==> src/rtl/piso_z_if.sv <==
`default_nettype none
// ============================================================================
//  Module      : piso_z_if
//  Description : Bus bundle for piso_z. It carries the frame input from the PE
//                array and the serial valid/ready output toward the result
//                sink. The slave modport is the piso_z side and the master
//                modport is the producer/sink side.
//  Revision    : 1.0  initial release
// ============================================================================
interface piso_z_if #(
    parameter int DW     = 16,
    parameter int PE_NUM = 4
) ();
    logic                     p_in_v;
    logic [PE_NUM*2*DW-1:0]   p_in;
    logic                     p_in_rdy;
    logic                     s_out_v;
    logic [2*DW-1:0]          s_out;
    logic                     s_out_last;
    logic                     s_out_rdy;

    modport slave (
        input  p_in_v, p_in, s_out_rdy,
        output p_in_rdy, s_out_v, s_out, s_out_last
    );

    modport master (
        output p_in_v, p_in, s_out_rdy,
        input  p_in_rdy, s_out_v, s_out, s_out_last
    );
endinterface
`default_nettype wire

==> src/rtl/piso_z.sv <==
`default_nettype none
// ============================================================================
//  Module      : piso_z
//  Description : Parallel-in/serial-out stage behind the PE array. It captures
//                a whole frame of PE_NUM complex words into one bank of a
//                ping-pong pair and streams the words out one per cycle,
//                lane 0 first, over a valid/ready handshake.
//                Optional feature macro: PISO_OVF_EN enables the sticky
//                overflow flag. When it is undefined, overflow is tied to 0.
//  Revision    : 1.0  initial release
// ============================================================================
module piso_z #(
    parameter int DW     = 16,
    parameter int PE_NUM = 4
) (
    input  wire logic clk,
    input  wire logic rst,       // synchronous, active low
    input  wire logic ce,
    piso_z_if.slave   bus,
    output logic      overflow
);
    localparam int CW       = $clog2(PE_NUM);
    localparam int c_word_w = 2 * DW;

    localparam logic [CW-1:0] c_lane_last = CW'(PE_NUM - 1);

    // Per-bank occupancy state
    localparam logic [0:0] c_bank_empty = 1'b0;
    localparam logic [0:0] c_bank_full  = 1'b1;

    logic [c_word_w-1:0] r_bank [2][PE_NUM];
    logic [0:0]          r_bank_st [2];
    logic                r_wr_sel;
    logic                r_rd_sel;
    logic [CW-1:0]       r_lane;
    logic                r_s_out_v;
    logic [c_word_w-1:0] r_s_out;
    logic                r_s_out_last;

    logic w_p_in_rdy;
    logic w_cap;
    logic w_adv;
    logic w_rd_full;
    logic w_lane_last;

    // Readiness depends only on registered bank state, so the sink's ready
    // never reaches p_in_rdy combinationally.
    assign w_p_in_rdy  = (r_bank_st[r_wr_sel] == c_bank_empty);
    assign w_cap       = ce & bus.p_in_v & w_p_in_rdy;
    assign w_adv       = ~r_s_out_v | bus.s_out_rdy;
    assign w_rd_full   = (r_bank_st[r_rd_sel] == c_bank_full);
    assign w_lane_last = (r_lane == c_lane_last);

    // Frame data banks. The contents need no reset because bank state
    // decides what is valid.
    always_ff @(posedge clk) begin
        if (rst && w_cap) begin
            for (int i = 0; i < PE_NUM; i++) begin
                r_bank[r_wr_sel][i] <= bus.p_in[i*c_word_w +: c_word_w];
            end
        end
    end

    // Bank state, write/read bank selects, lane counter and output register.
    // The read side is idle when the output register is empty or draining a
    // finished frame. It streams whenever the read bank is full and the
    // output register can advance.
    always_ff @(posedge clk) begin
        if (!rst) begin
            r_bank_st[0] <= c_bank_empty;
            r_bank_st[1] <= c_bank_empty;
            r_wr_sel     <= 1'b0;
            r_rd_sel     <= 1'b0;
            r_lane       <= '0;
            r_s_out_v    <= 1'b0;
            r_s_out      <= '0;
            r_s_out_last <= 1'b0;
        end else if (ce) begin
            // A capture always targets the bank that is not being released in
            // the same cycle, because a bank cannot be both empty and full.
            if (w_cap) begin
                r_bank_st[r_wr_sel] <= c_bank_full;
                r_wr_sel            <= ~r_wr_sel;
            end
            if (w_adv) begin
                if (w_rd_full) begin
                    r_s_out_v    <= 1'b1;
                    r_s_out      <= r_bank[r_rd_sel][r_lane];
                    r_s_out_last <= w_lane_last;
                    if (w_lane_last) begin
                        r_bank_st[r_rd_sel] <= c_bank_empty;
                        r_rd_sel            <= ~r_rd_sel;
                        r_lane              <= '0;
                    end else begin
                        r_lane <= r_lane + CW'(1);
                    end
                end else begin
                    // The word was taken and nothing is pending. s_out keeps
                    // its last value.
                    r_s_out_v    <= 1'b0;
                    r_s_out_last <= 1'b0;
                end
            end
        end
    end

    assign bus.p_in_rdy   = w_p_in_rdy;
    assign bus.s_out_v    = r_s_out_v;
    assign bus.s_out      = r_s_out;
    assign bus.s_out_last = r_s_out_last;

`ifdef PISO_OVF_EN
    logic r_overflow;

    // Sticky flag for a frame offered while both banks are occupied
    always_ff @(posedge clk) begin
        if (!rst) begin
            r_overflow <= 1'b0;
        end else if (ce && bus.p_in_v && !w_p_in_rdy) begin
            r_overflow <= 1'b1;
        end
    end

    assign overflow = r_overflow;
`else
    assign overflow = 1'b0;
`endif

endmodule
`default_nettype wire

==> src/flat_wrapper.sv <==
// flat-port wrapper written by rule: the top's interface ports become plain ports
module piso_z_flat 
#(
    parameter int DW     = 16,
    parameter int PE_NUM = 4
)
  (clk, rst, ce, overflow, bus_p_in_v, bus_p_in, bus_s_out_rdy, bus_p_in_rdy, bus_s_out_v, bus_s_out, bus_s_out_last);
  piso_z_if #(.DW(DW), .PE_NUM(PE_NUM)) bus_i ();
  input  wire logic clk;
  input  wire logic rst;
  input  wire logic ce;
  output logic overflow;
  input wire logic [$bits(bus_i.p_in_v)-1:0] bus_p_in_v;
  input wire logic [$bits(bus_i.p_in)-1:0] bus_p_in;
  input wire logic [$bits(bus_i.s_out_rdy)-1:0] bus_s_out_rdy;
  output wire logic [$bits(bus_i.p_in_rdy)-1:0] bus_p_in_rdy;
  output wire logic [$bits(bus_i.s_out_v)-1:0] bus_s_out_v;
  output wire logic [$bits(bus_i.s_out)-1:0] bus_s_out;
  output wire logic [$bits(bus_i.s_out_last)-1:0] bus_s_out_last;
  assign bus_i.p_in_v = bus_p_in_v;
  assign bus_i.p_in = bus_p_in;
  assign bus_i.s_out_rdy = bus_s_out_rdy;
  assign bus_p_in_rdy = bus_i.p_in_rdy;
  assign bus_s_out_v = bus_i.s_out_v;
  assign bus_s_out = bus_i.s_out;
  assign bus_s_out_last = bus_i.s_out_last;
  piso_z #(.DW(DW), .PE_NUM(PE_NUM)) u_core (.clk(clk), .rst(rst), .ce(ce), .bus(bus_i), .overflow(overflow));
endmodule
==> config.mk <==
export PLATFORM = sky130hd
export DESIGN_NAME = piso_z_flat
export DESIGN_NICKNAME = d
export VERILOG_FILES = /design/src/rtl/piso_z_if.sv /design/src/rtl/piso_z.sv /design/src/flat_wrapper.sv
export SDC_FILE = /design/constraint.sdc
export NUM_CORES = 1
export LEC_CHECK = 0
export BUFFER_PORTS_ARGS = -buffer_cell sky130_fd_sc_hd__buf_4
export CELL_PAD_IN_SITES_DETAIL_PLACEMENT = 1
export CELL_PAD_IN_SITES_GLOBAL_PLACEMENT = 1
export CORE_MARGIN = 2
export CORE_UTILIZATION = 43
export CTS_BUF_LIST = sky130_fd_sc_hd__clkbuf_8 sky130_fd_sc_hd__clkbuf_16
export DETAILED_ROUTE_END_ITERATION = 12
export PLACE_DENSITY = 0.81
export SKIP_CTS_REPAIR_TIMING = 1
export SLEW_MARGIN = 15
export SYNTH_ARGS = -nofsm -noshare
export SYNTH_HDL_FRONTEND = slang
export SYNTH_SLANG_ARGS = --single-unit
==> constraint.sdc <==
create_clock -name clk -period 8.8 [get_ports clk]
set_input_delay 2.64 -clock clk [delete_from_list [all_inputs] [get_ports clk]]
set_output_delay 2.64 -clock clk [all_outputs]
set_load 0.03 [all_outputs]
* Word-level counts from Yosys, hierarchy flattened
Memory sizes are Yosys's and may differ from the RTL's. A register that Yosys moved wholly into a read port is not among the register bits.
Index checks and enable logic that the tools add are counted.
** Storage, ports and cells
- Register bits :: 38
- RAM bits :: 258
- Bits of input ports :: 133
- Output and inout bits :: 36
- Logic and storage cells :: 57
- Memories kept :: 2
** Memory list
- u_core.r_bank :: depth 2, width 128, read ports 1, clocked after memory_dff 1, wr ports 1, RTL line piso_z.sv:31 : logic [c_word_w-1:0] r_bank [2][PE_NUM];
- u_core.r_bank_st :: depth 2, width 1, read ports 2, clocked after memory_dff 2, wr ports 2, RTL line piso_z.sv:32 : logic [0:0] r_bank_st [2];
** Operators by class
- $add $sub $neg :: 1
- Magnitude comparators :: 1
- Equal/unequal tests :: 1
- Mux-type cells :: 31
- Bitwise operators :: 8
- Reduce and logical (&&, ||, !) cells :: 7
** Operators with widths (number)
- $bmux W32 S2 :: 1
- $mux W32 :: 2
- $mux W1 :: 27
- $not A1 Y1 :: 4
- $reduce_and A2 Y1 :: 2
- $reduce_and A4 Y1 :: 1
- $ge A3 B3 Y1 const B :: 1
- $not A2 Y3 :: 1
- $reduce_and A3 Y1 :: 1
- $add A2 B1 Y2 const B :: 1
- $and A1 B1 Y1 :: 2
- $eq A2 B2 Y1 const B :: 1
- $mux W2 :: 1
- $reduce_or A1 Y1 :: 2
- $logic_and A1 B1 Y1 :: 1
- $or A1 B1 Y1 :: 1

* Longest topological paths before layout
Gate-level depths: netlist of run 1.
- Word-level depth :: 9
- Gate-level depth with buffers :: 6

* Worst setup path before layout of run 1
Ideal clock, no wire load.
- Kind :: input-to-reg
- From :: input port bus_p_in_v
- To :: memory u_core.r_bank[0][0] (netlist bit), enable pin
- Library setup time :: 616 ps
- Data arrival time :: 8419 ps
- Required time :: 8184 ps
- Slack :: -235 ps
- Stages :: 4
- Path buffers :: 0
- Cells stage by stage :: nand2_1 a211oi_1 nand2_1 nor2_1
** Between the ends
- Longest elaborated chain between the ends :: 5
** RTL lines
- start: declaration :: RTL line flat_wrapper.sv:13 : input wire logic [$bits(bus_i.p_in_v)-1:0] bus_p_in_v;
- $and A1 B1 Y1 (2 in series) :: RTL line piso_z.sv:49 : assign w_cap = ce & bus.p_in_v & w_p_in_rdy;
- $logic_and A1 B1 Y1 :: RTL line piso_z.sv:57 : if (rst && w_cap) begin
- $mux W1 :: RTL line piso_z.sv:57
- $mux W1 (not written as such) :: RTL line piso_z.sv:59 : r_bank[r_wr_sel][i] <= bus.p_in[i*c_word_w +: c_word_w];
- end: declaration :: RTL line piso_z.sv:31
No other way between the ends.

* Worst setup path in the final report of run 1
- From :: input port ce
- To :: memory u_core.r_bank[1][62] (netlist bit), enable pin
** Between the ends
- Longest elaborated chain between the ends :: 5
** RTL lines
- start: declaration :: RTL line flat_wrapper.sv:11 : input wire logic ce;
- $and A1 B1 Y1 (2 in series) :: RTL line piso_z.sv:49
- $logic_and A1 B1 Y1 :: RTL line piso_z.sv:57
- $mux W1 :: RTL line piso_z.sv:57
- $mux W1 (not written as such) :: RTL line piso_z.sv:59
No other way between the ends.

==> results of run 1 <==
-- routing by layer --
layer  track usage [%]  up-vias  wire, um  share of wire [%]
met3              3.25       43      1210                5.1
li1                  -     2507         -                  -
met5                 0        -         0                  0
met4              6.11        0       748                3.1
met1              22.5     2871      9500                 40
met2              31.8      166     12300                 52
-- cells in the final DEF, fill, tap and decap left out, types with 2 or more instances in the layout --
cell type and n:
a211oi_1 2, a21oi_1 2, and2_1 4, buf_4 173, bufinv_16 3, clkbuf_16 31, clkinv_1 6, clkinv_2 7
clkinvlp_4 2, dfxtp_1 40, dfxtp_4 2, edfxtp_1 256, inv_1 4, mux2i_1 2, mux4_1 4, mux4_2 60
nand2_1 5, nand4_1 2, nor2_1 33, nor2b_1 4, o21ai_0 33, o22ai_1 32
-- stage by stage --
| step | cells | util [%] | hold WS, ns | area [um2] | total power (uW) |
|---|---|---|---|---|---|
| after floorplan | 524 | - | 0.452 | 10900 | 1690 |
| after global placement | 999 | 49.7 | 0.460 | 12500 | 1780 |
| after detailed placement | 999 | 49.7 | 0.501 | 12500 | 1790 |
| after CTS | 1053 | 53.6 | 0.506 | 13400 | 3010 |
| after global routing | 1053 | 53.6 | 0.532 | 13400 | 3080 |
| final | 1053 | 53.6 | 0.507 | 13400 | 2980 |
-- layout make-up --
class / instances / area [um2]
multi-input cells: 197 / 2200
well taps: 330 / 413
clock inverters: 23 / 186
flip-flops and latches: 298 / 8540
repair buffers: 174 / 1310
fillers: 2269 / 11600
clock buffers: 31 / 776
-- synth_stat cells (2+ instances only) --
library cell	count
nand4_1	2
a21oi_1	2
and3_1	2
dfxtp_1	42
a211oi_1	2
o21ai_0	33
nand2_1	5
mux4_1	4
o22ai_1	32
edfxtp_1	256
nor2b_1	4
nor2_1	34
buf_6	8
mux2i_1	2
clkbuf_1	6
buf_2	13
mux4_2	60
and2_1	4
-- registers in the layout (all words and copies together), names as in the netlist, named ones only --
name and count:
u_core.bus.s_out_last 1, u_core.r_wr_sel 1, u_core.r_bank 256, u_core.bus.s_out_v 1, u_core.r_rd_sel 1, u_core.r_lane 2
u_core.r_bank_st 2, u_core.bus.s_out 32
-- worst max-delay path: stages --
cell,delay [ns]
buf_4,0.12
nand2_1,0.08
a211oi_1,0.41
and3_4,1.02
buf_4,0.72
-- power by group through the flow --
stage / registers, uW / clock network (uW) / logic [uW]
2_1_floorplan: 1630 / 0 / 59.5
3_3_place_gp: 1620 / 0 / 155
3_5_place_dp: 1620 / 0 / 164
4_1_cts: 1590 / 1250 / 164
5_1_grt: 1600 / 1310 / 173
6_report: 1590 / 1230 / 161
-- cell families after synthesis --
group                    synth area share, %
adder cells (fa/ha/maj)                0.115
XOR/XNOR                               0.161
buffers and inverters                   1.74
flip-flops                              78.2
other                                 0.0344
multiplexers                            13.7
AND/OR/NAND/NOR                         2.24
AO/OA/AOI/OAI                           3.81
-- worst paths after layout --
kind                                                startpoint                              to  cells after the start
worst max register to register  u_core.r_bank_st[0]$_SDFF_PP0_  u_core.r_bank[1][62]$_DFFE_PP_                      4
worst max-delay path                                        ce  u_core.r_bank[1][62]$_DFFE_PP_                      5
worst min register to register    u_core.r_rd_sel$_SDFFE_PN0P_  u_core.r_bank_st[1]$_SDFF_PP0_                      1
worst min-delay path              u_core.r_rd_sel$_SDFFE_PN0P_  u_core.r_bank_st[1]$_SDFF_PP0_                      1
==> run summary, run 1 <==
====================================================================================
Status                                                                  finished clean
Setup repair after global routing missed its margin                               no
Count of flip-flops with a built-in enable after synthesis                       256
Core area                                                                 0.0250 mm2
Area of the die                                                           0.0266 mm2
Placer Congestion                                                              0.743
Pre-CTS setup slack                                                          3.31 ns
Startpoint Class                                                        primary input
Switch share                                                                   20.5%
Count of final max-slew check failures                                             0
Die Y-Extent                                                                  163 um
Vias after detailed routing                                                     5587
Synthesis warning total                                                            0
Gate count of the mapped netlist                                                 524
Number of rows created at floorplan                                               58
Total I/O pin count                                                              169
Crit path setup slack, layout                                                3.91 ns
Area growth, synth to finish                                                   23.1%
Synthesized area per cell                                                   20.8 um2
Worst slew margin relative to its limit                                        26.6%
Worst-Skew Late Latency                                                      0.54 ns
Count of input and output buffers                                                167
Clock sink count                                                                 298
Final worst clock skew                                                     0.0105 ns
Overall overflow remaining after global route                                      0
Number of buffers added by the clock tree synthesis step                          30
Static Leak                                                               0.00462 uW
Number of distinct library cells after synthesis                                  31
Total power divided by cell area                                          222 mW/mm2
Via count normalized by instance count                                          5.31
Wire length per cell                                                         22.6 um
Proportion of synthesized flip-flops having asynchronous set or reset             0%
Placed wire-length estimate after detailed placement                         14.8 mm
Power dissipated by switching net loads                                       612 uW
Global router's overall resource usage                                         18.0%
Combinational share of power                                                    5.4%
CTS Buffer Depth                                                                   3
Worst path required time                                                     8.97 ns
First-pass GRT wire length                                                   35.9 mm
Max-cap check violation count                                                      0
Internal portion of total power                                              2370 uW
Highest clock rate                                                           205 MHz
Post-layout nets                                                                 835
Maximum number of pins on one net before global-route repair                      85
Antenna violations before repair                                                   0
Number of endpoints failing setup at the final stage                               0
Crit. End Element                                                               flop
Cells taking the most area after synthesis                              edfxtp_1 71%, mux4_2 12%, dfxtp_1 7.7%
Starting utilization of the core area                                          43.5%
Setup TNS                                                                       0 ns
Worst IR drop on VDD                                                        0.169 mV
Vias in the first global route                                                  6325
Synthesized net count                                                            658
Die width                                                                     163 um
Post-detailed-route DRC marker count                                               0
Share of total power in sequential cells                                       53.4%
Total standard cell area after synthesis                                  0.0109 mm2
Final hold violations                                                              0
CTS clk-pin slew, worst paths                                                0.06 ns
Worst Setup Path Type                                                   primary input to flop
Root buffer selected by CTS                                                clkbuf_16
Clock share of power                                                           41.2%
CTS tree                                                                         yes
Arrival time of data at the critical path endpoint                           5.05 ns
Number of levels the H-tree was split into                                         1
Fraction of the yosys area taken by sequential cells                           78.2%
Violation count after the first detailed-routing iteration                       295
Path type of the worst min-delay path                                   flop to flop
Number of inserted diodes                                                          0
Final routed wirelength across all metal layers                              23.8 mm
Number of iterations in the first detailed-routing pass                            4
Total of flip-flops plus latches after synthesis                                 298
Measured slew at the worst slew-check pin                                    1.10 ns
Area share of the largest cell type after synthesis                            70.5%
Post-route ant nets                                                                0
Register-to-Register Setup Slack                                             5.70 ns
Maximum fanout along the worst path                                               79
Synth Flop Type                                                             edfxtp_1
Library cell with the largest summed area after synthesis                   edfxtp_1
Share of cells above drive strength 1                                          39.3%
Time the final worst path needs with I/O delays and setup                    4.89 ns
Final cycle utilization of the critical path                                   55.5%
====================================================================================
(Power assumes the default switching activity.)
==> run 2: changes to the inputs <==
--- a/config.mk
+++ b/config.mk
@@ -12,7 +12,7 @@
 export CORE_UTILIZATION = 43
 export CTS_BUF_LIST = sky130_fd_sc_hd__clkbuf_8 sky130_fd_sc_hd__clkbuf_16
 export DETAILED_ROUTE_END_ITERATION = 12
-export PLACE_DENSITY = 0.81
+export PLACE_DENSITY = 0.78
 export SKIP_CTS_REPAIR_TIMING = 1
 export SLEW_MARGIN = 15
 export SYNTH_ARGS = -nofsm -noshare
==> constraint.sdc (replaced) <==
create_clock -name clk -period 4.5 [get_ports clk]
set_input_delay 1.35 -clock clk [delete_from_list [all_inputs] [get_ports clk]]
set_output_delay 1.35 -clock clk [all_outputs]
set_load 0.03 [all_outputs]
==> run summary, run 2 (synthesis results as in run 1) <==
===========================================================================
Path type of the worst min-delay path                          flop to flop   unchanged
Overall overflow remaining after global route                             0   unchanged
Violation count after the first detailed-routing iteration              295   unchanged
Count of input and output buffers                                       167   unchanged
Number of endpoints failing setup at the final stage                      0   unchanged
Post-route design area                                           0.0134 mm2   about the same
Combinational share of power                                           5.3%   was 5.4%
Register cell area after layout                                 0.00854 mm2   unchanged
Status                                                         finished clean   unchanged
Max-cap check violation count                                             0   unchanged
Multi-input gate area                                           0.00220 mm2   about the same
Area of the die                                                  0.0266 mm2   unchanged
Arrival time of data at the critical path endpoint                  2.99 ns   was 5.05 ns
Number of rows created at floorplan                                      58   unchanged
Area growth, synth to finish                                          23.3%   was 23.1%
Via count normalized by instance count                                 5.31   about the same
Count of final max-slew check failures                                    0   unchanged
Die width                                                            163 um   unchanged
Placed wire-length estimate after detailed placement                14.7 mm   was 14.8 mm
Number of inserted diodes                                                 0   unchanged
Min-Delay Path Depth                                                      2   was 1
Switch share                                                          20.5%   about the same
Die Y-Extent                                                         163 um   unchanged
Root buffer selected by CTS                                       clkbuf_16   unchanged
Setup repair after global routing missed its margin                      no   unchanged
First-pass GRT wire length                                          36.5 mm   was 35.9 mm
Leading cell type in the layout, fill and taps excluded            edfxtp_1   unchanged
CTS tree                                                                yes   unchanged
Maximum number of pins on one net before global-route repair            129   was 85
Core area                                                        0.0250 mm2   unchanged
Highest clock rate                                                  353 MHz
Internal portion of total power                                     4630 uW   was 2370 uW
Maximum fanout along the worst path                                      56   was 79
Startpoint Class                                               primary input   unchanged
Min-delay src                                                  u_core.bus.s_out_last$_SDFFE_PN0P_   was u_core.r_rd_sel$_SDFFE_PN0P_
Vias in the first global route                                         6291   was 6325
Setup TNS                                                              0 ns   unchanged
Worst path required time                                            4.66 ns   was 8.97 ns
Max reg flops                                                           256   unchanged
Starting utilization of the core area                                 43.5%   unchanged
Share of cells above drive strength 1                                 39.2%   was 39.3%
Worst IR drop on VDD                                               0.372 mV   was 0.169 mV
Post-route ant nets                                                       0   unchanged
Top register by number of flip-flops                           u_core.r_bank   unchanged
Final worst clock skew                                            0.0100 ns   was 0.0105 ns
Time the final worst path needs with I/O delays and setup           2.84 ns
Final hold violations                                                     0   unchanged
Final cycle utilization of the critical path                          63.0%
Crit. End Element                                                      flop   unchanged
Number of fillers in the final layout                                  2256   was 2269
Antenna violations before repair                                          0   unchanged
Worst slew margin relative to its limit                               32.6%   was 26.6%
Total power divided by cell area                                 434 mW/mm2   was 222 mW/mm2
Post-layout nets                                                        835   unchanged
Clock sink count                                                        298   unchanged
Wire length per cell                                                22.5 um   was 22.6 um
Final routed wirelength across all metal layers                     23.8 mm   about the same
CTS Buffer Depth                                                          3   unchanged
CTS clk-pin slew, worst paths                                       0.06 ns   about the same
Clock share of power                                                  41.2%   about the same
Placer Congestion                                                     0.734   was 0.743
Total I/O pin count                                                     169   unchanged
Number of buffers added by the clock tree synthesis step                 31   was 30
Power dissipated by switching net loads                             1200 uW   was 612 uW
Capture point of the worst reg-to-reg path                     u_core.bus.s_out[31]$_SDFFE_PN0P_   was u_core.r_bank[1][62]$_DFFE_PP_
Static Leak                                                      0.00466 uW   was 0.00462 uW
Hold worst-path end                                            u_core.bus.s_out_last$_SDFFE_PN0P_   was u_core.r_bank_st[1]$_SDFF_PP0_
Commonest cells after routing, fill and taps aside             256 x edfxtp_1, 171 x buf_4, 60 x mux4_2, 40 x dfxtp_1   was 256 x edfxtp_1, 173 x buf_4, 60 x mux4_2, 40 x dfxtp_1
Number of levels the H-tree was split into                                1   unchanged
Worst r2r path cells                                                      4   unchanged
Number of iterations in the first detailed-routing pass                   4   unchanged
Post-place instance area                                         0.0125 mm2   about the same
Measured slew at the worst slew-check pin                           1.01 ns   was 1.10 ns
Vias after detailed routing                                            5602   was 5587
Worst-Skew Late Latency                                             0.53 ns   was 0.54 ns
Global router's overall resource usage                                18.0%   about the same
Share of total power in sequential cells                              53.5%   was 53.4%
Worst Setup Path Type                                          primary input to flop   unchanged
Register-to-Register Setup Slack                                    1.97 ns   was 5.70 ns
Post-detailed-route DRC marker count                                      0   unchanged
===========================================================================
## run 2: changes by cell type in the layout (fill, tap and decap cells not counted), moves of 2 or more
cell,delta
buf_4,-2
clkinvlp_4,-2
clkinv_1,-5
buf_12,+2
clkbuf_8,+3
inv_1,+8
## run 2: cell type report
class	instances	share of cell area [%]
clock inverter	23	1.14
tap	330	3.07
multi-input combinational	197	16.4
clock buffer	34	6.08
sequential	298	63.5
timing repair buffer	173	9.85
## run 2: critical path: stages
cell,delay (ns)
buf_4,0.12
nand2_1,0.10
a211oi_1,0.40
nand2_1,0.19
nor2_4,0.15
buf_4,0.61
## run 2: per-stage QoR
stage          total power (uW)  setup WS, ns  std cells  hold slack, ns  utilization, %
2_1_floorplan              3300         0.319        524           0.452               -
3_3_place_gp               3470          1.26        998           0.474            49.8
3_5_place_dp               3490          1.12        998           0.487            49.8
4_1_cts                    5900          1.68       1055           0.512            53.7
5_1_grt                    6010          1.55       1055           0.532            53.7
6_report                   5830          1.66       1055           0.503            53.7
## run 2: routing by layer
layer  global-route usage, %  vias up  wire length, um
met4                    3.30        0              329
li1                        -     2508                -
met3                    4.09       29             1400
met2                    32.2      147            12500
met1                    22.7     2918             9590
met5                       0        -                0
## run 2: worst max path at each step
stage               cells after the start                              to  slack (ns)       start
global placement                        6  u_core.r_bank[0][93]$_DFFE_PP_        1.26          ce
CTS                                     6  u_core.r_bank[0][29]$_DFFE_PP_        1.68          ce
global route                            6  u_core.r_bank[0][57]$_DFFE_PP_        1.55          ce
floorplan                               4   u_core.r_bank[0][0]$_DFFE_PP_        0.32  bus_p_in_v
finish                                  6  u_core.r_bank[0][29]$_DFFE_PP_        1.66          ce
detailed placement                      6  u_core.r_bank[0][58]$_DFFE_PP_        1.12          ce
## run 2: power groups by stage
stage          Combinational (uW)  Sequential, uW  Clock (uW)
6_report                      311            3120        2400
5_1_grt                       335            3120        2550
4_1_cts                       316            3120        2460
3_5_place_dp                  314            3180           0
3_3_place_gp                  300            3170           0
2_1_floorplan                 117            3190           0
